--- src/rtl/mmreq_regbus_bridge_if.sv ---
// Request/response FIFO and register-bus signals of the mmreq bridge.
// The master modport is the bridge side; the slave modport is the FIFOs plus register slaves.
interface mmreq_regbus_bridge_if #(
    parameter int ADDR_W = 20
);
    logic [31:0]       req_dout;
    logic              req_empty;
    logic              req_rd_en;
    logic              req_open;
    logic [31:0]       resp_din;
    logic              resp_wr_en;
    logic              resp_full;
    logic [ADDR_W-1:0] reg_addr;
    logic [31:0]       reg_wdata;
    logic              reg_wr;
    logic              reg_rd;
    logic [31:0]       reg_rdata;
    logic              reg_ack;

    modport master (
        input  req_dout, req_empty, req_open, resp_full, reg_rdata, reg_ack,
        output req_rd_en, resp_din, resp_wr_en, reg_addr, reg_wdata, reg_wr, reg_rd
    );

    modport slave (
        output req_dout, req_empty, req_open, resp_full, reg_rdata, reg_ack,
        input  req_rd_en, resp_din, resp_wr_en, reg_addr, reg_wdata, reg_wr, reg_rd
    );
endinterface

--- src/rtl/mmreq_regbus_bridge.sv ---
// Executes host memory-mapped requests from the Xillybus request FIFO as register-bus transactions.
// Optional macro MMREQ_WRITE_ACK_EN: every completed write also pushes a status word (0 = ack, 1 = timeout).
module mmreq_regbus_bridge #(
    parameter int          ADDR_W       = 20,
    parameter int          TIMEOUT      = 1024,
    parameter logic [31:0] TIMEOUT_WORD = 32'hBAD0_ACC5
) (
    input  logic                  bus_clk,
    input  logic                  bus_reset_n,
    mmreq_regbus_bridge_if.master bus,
    output logic                  timeout_flag
);

    localparam logic [15:0] CNT_LAST = 16'(TIMEOUT - 1);

    typedef enum logic [1:0] {IDLE, GET_DATA, BUS, RESP} state_t;

    state_t            state;
    logic              is_write;
    logic [ADDR_W-1:0] addr_q;
    logic [31:0]       wdata_q;
    logic [31:0]       resp_word;
    logic              wr_q;
    logic              rd_q;
    logic [15:0]       cnt;
    logic              req_pop;
    logic              resp_push;
    logic              resp_due;
    logic              bus_done;
    logic              unused_hdr_bits;

    assign unused_hdr_bits = ^bus.req_dout[30:ADDR_W];

    // Pops and pushes are decided from the registered state so the FWFT head word is consumed in the same cycle it is latched.
    always_comb begin
        req_pop   = bus_reset_n && bus.req_open && !bus.req_empty &&
                    ((state == IDLE) || (state == GET_DATA));
        resp_push = bus_reset_n && bus.req_open && !bus.resp_full && (state == RESP);
        bus_done  = bus.reg_ack || (cnt == CNT_LAST);
`ifdef MMREQ_WRITE_ACK_EN
        resp_due  = 1'b1;
`else
        resp_due  = !is_write;
`endif
    end

    assign bus.req_rd_en  = req_pop;
    assign bus.resp_wr_en = resp_push;
    assign bus.resp_din   = resp_word;
    assign bus.reg_addr   = addr_q;
    assign bus.reg_wdata  = wdata_q;
    assign bus.reg_wr     = wr_q;
    assign bus.reg_rd     = rd_q;

    always_ff @(posedge bus_clk) begin
        if (!bus_reset_n) begin
            state        <= IDLE;
            is_write     <= 1'b0;
            addr_q       <= '0;
            wdata_q      <= '0;
            resp_word    <= '0;
            wr_q         <= 1'b0;
            rd_q         <= 1'b0;
            cnt          <= '0;
            timeout_flag <= 1'b0;
        end else begin
            case (state)
                IDLE: begin
                    if (req_pop) begin
                        addr_q   <= bus.req_dout[ADDR_W-1:0];
                        is_write <= bus.req_dout[31];
                        if (bus.req_dout[31]) begin
                            state <= GET_DATA;
                        end else begin
                            rd_q  <= 1'b1;
                            state <= BUS;
                        end
                    end
                end

                // A close here throws away the half-received write so a reopen starts on a header.
                GET_DATA: begin
                    if (!bus.req_open) begin
                        state <= IDLE;
                    end else if (!bus.req_empty) begin
                        wdata_q <= bus.req_dout;
                        wr_q    <= 1'b1;
                        state   <= BUS;
                    end
                end

                // Ack wins over timeout when both land on the same cycle.
                BUS: begin
                    cnt <= cnt + 16'd1;
                    if (bus_done) begin
                        wr_q <= 1'b0;
                        rd_q <= 1'b0;
                        cnt  <= '0;
                        if (!bus.reg_ack) begin
                            timeout_flag <= 1'b1;
                        end
                        if (!is_write) begin
                            resp_word <= bus.reg_ack ? bus.reg_rdata : TIMEOUT_WORD;
                        end
`ifdef MMREQ_WRITE_ACK_EN
                        else begin
                            resp_word <= bus.reg_ack ? 32'h0000_0000 : 32'h0000_0001;
                        end
`endif
                        if (resp_due && bus.req_open) begin
                            state <= RESP;
                        end else begin
                            state <= IDLE;
                        end
                    end
                end

                RESP: begin
                    if (!bus.req_open || !bus.resp_full) begin
                        state <= IDLE;
                    end
                end

                default: state <= IDLE;
            endcase
        end
    end

endmodule

--- src/flat_wrapper.sv ---
// flat-port wrapper written by rule: the top's interface ports become plain ports
module mmreq_regbus_bridge_flat 
#(
    parameter int          ADDR_W       = 20,
    parameter int          TIMEOUT      = 1024,
    parameter logic [31:0] TIMEOUT_WORD = 32'hBAD0_ACC5
)
  (bus_clk, bus_reset_n, timeout_flag, bus_req_dout, bus_req_empty, bus_req_open, bus_resp_full, bus_reg_rdata, bus_reg_ack, bus_req_rd_en, bus_resp_din, bus_resp_wr_en, bus_reg_addr, bus_reg_wdata, bus_reg_wr, bus_reg_rd);
  mmreq_regbus_bridge_if #(.ADDR_W(ADDR_W)) bus_i ();
  input  logic bus_clk;
  input  logic bus_reset_n;
  output logic timeout_flag;
  input wire logic [$bits(bus_i.req_dout)-1:0] bus_req_dout;
  input wire logic [$bits(bus_i.req_empty)-1:0] bus_req_empty;
  input wire logic [$bits(bus_i.req_open)-1:0] bus_req_open;
  input wire logic [$bits(bus_i.resp_full)-1:0] bus_resp_full;
  input wire logic [$bits(bus_i.reg_rdata)-1:0] bus_reg_rdata;
  input wire logic [$bits(bus_i.reg_ack)-1:0] bus_reg_ack;
  output wire logic [$bits(bus_i.req_rd_en)-1:0] bus_req_rd_en;
  output wire logic [$bits(bus_i.resp_din)-1:0] bus_resp_din;
  output wire logic [$bits(bus_i.resp_wr_en)-1:0] bus_resp_wr_en;
  output wire logic [$bits(bus_i.reg_addr)-1:0] bus_reg_addr;
  output wire logic [$bits(bus_i.reg_wdata)-1:0] bus_reg_wdata;
  output wire logic [$bits(bus_i.reg_wr)-1:0] bus_reg_wr;
  output wire logic [$bits(bus_i.reg_rd)-1:0] bus_reg_rd;
  assign bus_i.req_dout = bus_req_dout;
  assign bus_i.req_empty = bus_req_empty;
  assign bus_i.req_open = bus_req_open;
  assign bus_i.resp_full = bus_resp_full;
  assign bus_i.reg_rdata = bus_reg_rdata;
  assign bus_i.reg_ack = bus_reg_ack;
  assign bus_req_rd_en = bus_i.req_rd_en;
  assign bus_resp_din = bus_i.resp_din;
  assign bus_resp_wr_en = bus_i.resp_wr_en;
  assign bus_reg_addr = bus_i.reg_addr;
  assign bus_reg_wdata = bus_i.reg_wdata;
  assign bus_reg_wr = bus_i.reg_wr;
  assign bus_reg_rd = bus_i.reg_rd;
  mmreq_regbus_bridge #(.ADDR_W(ADDR_W), .TIMEOUT(TIMEOUT), .TIMEOUT_WORD(TIMEOUT_WORD)) u_core (.bus_clk(bus_clk), .bus_reset_n(bus_reset_n), .bus(bus_i), .timeout_flag(timeout_flag));
endmodule
--- config.mk ---
export PLATFORM = sky130hd
export DESIGN_NAME = mmreq_regbus_bridge_flat
export DESIGN_NICKNAME = d
export VERILOG_FILES = /design/src/rtl/mmreq_regbus_bridge_if.sv /design/src/rtl/mmreq_regbus_bridge.sv /design/src/flat_wrapper.sv
export SDC_FILE = /design/constraint.sdc
export NUM_CORES = 1
export LEC_CHECK = 0
export ABC_AREA = 0
export CORE_MARGIN = 2
export CORE_UTILIZATION = 44
export DETAILED_ROUTE_END_ITERATION = 12
export MAX_ROUTING_LAYER = met4
export PLACE_DENSITY = 0.85
export SLEW_MARGIN = 20
export SYNTH_ARGS = -nofsm -noshare
export SYNTH_HDL_FRONTEND = slang
export SYNTH_SLANG_ARGS = --single-unit
--- constraint.sdc ---
create_clock -name bus_clk -period 1.74 [get_ports bus_clk]
set_input_delay 0.348 -clock bus_clk [delete_from_list [all_inputs] [get_ports bus_clk]]
set_output_delay 0.348 -clock bus_clk [all_outputs]
set_load 0.01 [all_outputs]
# ---- Word-level counts from Yosys, hierarchy flattened
# Cells that the tools add are included.
dict set report op_classes {
  eq_ne 11
  n_bitwise 3
  reduce_logical 23
  add_sub_neg 1
  muxes 17
}
# operator count
set ops {}
lappend ops {{2-to-1 mux 32 bit} 1}
lappend ops {{adder 16 x 1 -> 16 bit, second input constant} 1}
lappend ops {{== test 16 x 10 -> 1 bit, second input constant} 1}
lappend ops {{2-to-1 mux 16 bit} 1}
lappend ops {{2-to-1 mux 2 bit} 7}
lappend ops {{AND reduction 4 bit} 3}
lappend ops {{inequality test 2 bit, second input constant} 5}
lappend ops {{AND reduction 3 bit} 3}
lappend ops {{case mux 2 bit (4 select lines)} 1}
lappend ops {{logical AND 1 bit} 6}
lappend ops {{2-to-1 mux 1 bit} 5}
lappend ops {{== test 2 bit, second input constant} 2}
lappend ops {{zero test 1 bit} 4}
lappend ops {{case mux 1 bit (2 select lines)} 2}
lappend ops {{nonzero test 2 bit} 2}
lappend ops {{logical OR 1 bit} 3}
lappend ops {{inequality test 3 bit, second input constant} 1}
lappend ops {{NOT 1 bit} 3}
lappend ops {{== test 2 x 1 -> 1 bit, second input constant} 1}
lappend ops {{zero test 2 bit} 1}
lappend ops {{inequality test 2 x 1 -> 1 bit, second input constant} 1}
lappend ops {{AND reduction 2 bit} 1}
dict set report totals {
  register_bits 106
  output_inout_bits 89
  in_bits 70
}

# ---- Longest topological paths before layout
dict set report logic_depth {
  word_depth 5
  ltp_mapped 7
  ltp_nobuf 5
}

# ---- Worst setup path after synthesis
# Ideal clock, no wire load.
dict set report synth_path {
  path_type {register to register}
  from {register u_core.cnt[0]}
  to {register u_core.resp_word[12], in the netlist u_core.bus.resp_din[12]}
  path_stages_with_launch 7
  path_buffers 1
  slack_ps 174
  arrival_time_ps 1449
  setup_time_ps 117
  cell_sequence {dfxtp_1 > ha_1 > nor3b_2 > nand4_4 > o2bb2ai_2 > buf_6 > a22o_1}
}
dict set report synth_between {
  elab_chain_cells 3
}
# item line
set synth_lines {}
lappend synth_lines {{start: declaration} mmreq_regbus_bridge.sv:25} ;# logic [15:0] cnt;
lappend synth_lines {{start signal: assignment} mmreq_regbus_bridge.sv:94} ;# cnt <= cnt + 16'd1;
lappend synth_lines {{== test 16 x 10 -> 1 bit} mmreq_regbus_bridge.sv:39} ;# bus_done = bus.reg_ack || (cnt == CNT_LAST);
lappend synth_lines {{logical OR 1 bit} mmreq_regbus_bridge.sv:39}
lappend synth_lines {{AND reduction 3 bit (no line)} -}
lappend synth_lines {{end signal: assignment} mmreq_regbus_bridge.sv:103} ;# resp_word <= bus.reg_ack ? bus.reg_rdata : TIMEOUT_WORD;
lappend synth_lines {{end: declaration} mmreq_regbus_bridge.sv:22} ;# logic [31:0] resp_word;
# Every way passes these cells.
# A chain may end at the register's enable or synchronous reset.

# ---- Final worst setup path
dict set report layout_path {
  from {register u_core.rd_q, in the netlist u_core.bus.reg_rd}
  to {output bus_reg_rd}
}
# item line
set layout_lines {}
lappend layout_lines {{start: declaration} mmreq_regbus_bridge.sv:24} ;# logic rd_q;
lappend layout_lines {{start signal: assignment} mmreq_regbus_bridge.sv:63} ;# rd_q <= 1'b0;
lappend layout_lines {{start signal: assignment} mmreq_regbus_bridge.sv:75} ;# rd_q <= 1'b1;
lappend layout_lines {{start signal: assignment} mmreq_regbus_bridge.sv:97} ;# rd_q <= 1'b0;
lappend layout_lines {{end: declaration} flat_wrapper.sv:25} ;# output wire logic [$bits(bus_i.reg_rd)-1:0] bus_reg_rd;
# No word-level cell between the ends.

==> impl_metrics.py <==
metrics = {
    "yosys": {
        "muxShareOfSynthArea_pct": 1.179,
        "netlist_area_um2": 4244,
        "synthDistinctLibCells": 53,
        "seq_area_frac_synth_pct": 50.00,
        "synth_async_sr_flop_share_pct": 0,
        "postSynthCellCount": 498,
        "synthXorXnorAreaFrac_pct": 0.2064,
        "synth_top_family_by_area": "simple AND/OR/NAND/NOR gates",
        "yosys_warnings": 0,
        "synth_compound_area_share_pct": 19.43,
        "synth.avg_cell_area_um2": 8.522,
        "yosys.area_share.simple_pct": 22.35,
        "synth_fa_ha_area_share_pct": 0.2948,
        "syn-num-nets": 569,
        "ys_ff_latch": 106,
        "synth_top_flop_cell": "dfxtp_1",
        "synth_edf_count": 0,
    },
    "power_and_ir_drop": {
        "swShare_pct": 26.62,
        "p_leak_nw": 2.267,
        "p_clk_share_pct": 29.6,
        "p_comb_share_pct": 17.6,
        "vdd_drop_max_mv": 0.4065,
        "p_switching_mw": 1.306,
        "seqPwrFrac_pct": 52.8,
        "p_per_area_nw_per_um2": 767.2,
        "p_int_mw": 3.599,
    },
    "sta": {
        "final.min_clock_period_ns": 1.673,
        "worst_slew_pin_slew_ns": 0.3957,
        "hold_slack_ns": 0.4469,
        "timing.fmax_ghz": 0.5977,
        "slew_violations": 0,
        "rsz0062_at_grt": "false",
        "relSlewSlack_pct": 73.42,
        "setup_violations": 0,
        "layout_setup_ws_ns": 0.06684,
        "hold_viol_final": 0,
        "finalCritPeriodShare_pct": 96.16,
        "skew_ns": 0.01884,
    },
    "worst_setup_path": {
        "endpoint_kind": "output pin",
        "criticalPathCategory": "flop to output pin",
        "worstPathRequired_ns": 1.39,
        "critical_path.top_delay_family": "buffers and inverters",
        "critPathMaxStageDelay_ns": 0.56,
        "crit_arrival_ns": 1.33,
        "path_cells": "clkdlybuf4s50_1",
        "cp_num_buf_inv": 1,
        "crit_fanout": 2,
        "crit_path_top_delay_cell": "clkdlybuf4s50_1",
        "startpoint_type": "flop",
    },
    "placed_design": {
        "pre_cts_slack_ns": -0.2913,
        "dp_hpwl_mm": 8.836,
        "gp_congestion": 0.9458,
        "placedCellCount": 791,
        "io_buffers": 158,
    },
    "route": {
        "antenna_left": 0,
        "wirelength_mm": 11.96,
        "drt_pre_antenna_iters": 4,
        "vias_per_cell": 5.183,
        "num_vias": 4183,
        "drt-initial-drc-count": 209,
        "route.detailed.drc": 0,
        "wl_per_cell_um": 14.82,
    },
    "final_layout": {
        "antennaDiodeCount": 0,
        "fin_nets": 744,
        "fillers": 734,
        "drive_gt1_share_pct": 11.80,
        "multi_input_area_um2": 1871,
        "seqCellArea_um2": 2122,
        "final_cells": 807,
        "area_growth_pct": 50.62,
    },
    "clock_network": {
        "cts_buffer_depth": 2,
        "cts_buffers": 9,
        "cts.sinks": 106,
        "cts_tree": "done",
        "cts.clk_slew.worst_paths_ns": 0.10,
        "cts-root-buf": "clkbuf_8",
        "clock_latency_ns": 0.37,
        "htreeDepth": 3,
    },
    "die": {
        "dieArea_um2": 10450,
        "io_pins": 159,
        "die_x_um": 102.2,
        "die_h_um": 102.2,
        "core_area_um2": 9284,
        "row_count": 35,
        "initial_utilization_pct": 45.71,
    },
    "global_route": {
        "grt_max_degree": 36,
        "groute.usage.overall_pct": 23.79,
        "grt_overflow": 0,
        "grt_pass1_vias": 4126,
        "grt_pass1_wl_mm": 19.23,
        "antenna_found_initial": 0,
    },
    "worst_hold_path": {
        "min_path_type": "flop to flop",
    },
    "job": {
        "max_cap_violations": 0,
    },
    "status": {
        "status": "complete, no violations",
    },
}
==> cells in the mapped netlist (3+ instances only) <==
| master | n | area (um^2) |
|---|---|---|
| a21oi_1 | 76 | 380.4 |
| a22o_1 | 16 | 140.1 |
| a31oi_1 | 13 | 81.33 |
| and2_1 | 3 | 18.77 |
| and3_1 | 4 | 25.02 |
| and4_1 | 3 | 26.28 |
| buf_2 | 15 | 75.07 |
| buf_6 | 4 | 45.04 |
| clkbuf_1 | 16 | 60.06 |
| dfxtp_1 | 106 | 2122 |
| inv_1 | 23 | 86.33 |
| mux2i_1 | 5 | 50.05 |
| nand2_1 | 115 | 431.7 |
| nand2b_1 | 4 | 25.02 |
| nand3_1 | 10 | 50.05 |
| nand4_1 | 12 | 75.07 |
| nor2_1 | 7 | 26.28 |
| nor3_1 | 5 | 25.02 |
| nor3b_1 | 3 | 22.52 |
| o21ai_0 | 20 | 100.1 |
==> registers in the layout (all words and copies together) (netlist names) <==
| signal | flops |
|---|---|
| u_core.bus.reg_addr | 20 |
| u_core.bus.reg_rd | 1 |
| u_core.bus.reg_wdata | 32 |
| u_core.bus.reg_wr | 1 |
| u_core.bus.resp_din | 32 |
| u_core.cnt | 16 |
| u_core.is_write | 1 |
| u_core.state | 2 |
| u_core.timeout_flag | 1 |
==> per-layer routing <==
layer	share of wire, %	vias to the layer above	GRT usage, %
met5	0	-	-
met4	3.1	0	10.77
met3	8.2	30	5.609
met2	47	182	38.31
met1	41	1901	28.33
li1	-	2070	-
==> stage by stage <==
| stage | TNS (ns) | instance area, um^2 | power, mW | utilization, % |
|---|---|---|---|---|
| global placement | -13.85 | 6193 | 3.477 | 66.71 |
| CTS | 0 | 6380 | 4.927 | 68.72 |
| global route | 0 | 6392 | 5.103 | 68.85 |
| detailed placement | -18.18 | 6193 | 3.502 | 66.71 |
| finish | 0 | 6392 | 4.904 | 68.85 |
| floorplan | 0 | 4244 | 2.999 | - |
==> cells by family (layout without fill, tap and decap cells) <==
| group | Yosys count | in the layout |
|---|---|---|
| flip-flops | 106 | 106 |
| AND/OR/NAND/NOR | 187 | 187 |
| buffers and inverters | 60 | 240 |
| XOR/XNOR | 1 | 1 |
| AO/OA/AOI/OAI | 138 | 138 |
| multiplexers | 5 | 5 |
| adder cells (fa/ha/maj) | 1 | 1 |
==> cell type report <==
class                      instances  area share, %
timing repair buffer             201          30.75
sequential                       106          33.20
multi-input combinational        332          29.26
clock buffer                      11          2.212
clock inverter                     5         0.7046
tap                              129          2.525
inverter                          23          1.351
==> power by group through the flow <==
stage	registers (mW)	clock network [mW]	logic (mW)
after floorplan	2.67	0	0.325
after CTS	2.59	1.48	0.863
after global placement	2.64	0	0.840
after detailed placement	2.64	0	0.859
after global routing	2.60	1.57	0.937
final	2.59	1.45	0.865
==> cell usage in the layout, fill, tap and decap left out, types with 7 or more instances in the layout <==
master / Yosys / layout
a21oi_1: 76 / 76
a22o_1: 16 / 16
a31oi_1: 13 / 13
buf_4: 1 / 38
clkbuf_8: 0 / 10
clkdlybuf4s50_1: 0 / 155
dfxtp_1: 106 / 106
inv_1: 23 / 22
nand2_1: 115 / 115
nand3_1: 10 / 10
nand4_1: 12 / 12
nor2_1: 7 / 7
o21ai_0: 20 / 20
==> path summary, 6_finish.rpt <==
kind	from	to	slack, ns	cells past startpoint
min reg2reg	u_core.bus.resp_din[6]	u_core.bus.resp_din[6]	0.45	2
max	u_core.bus.reg_rd	bus_reg_rd	0.07	1
min	u_core.bus.resp_din[6]	u_core.bus.resp_din[6]	0.45	2
max reg2reg	u_core.cnt[15]	u_core.cnt[1]	0.08	4
==> what timing repair did <==
action                                  4_1_cts  5_1_grt
gates resized for setup                       4        8
endpoints found under the setup margin        2       19
hold buffers                                  0        0
buffers inserted                              0        0
No activity file was read; power rests on OpenSTA's default activity.
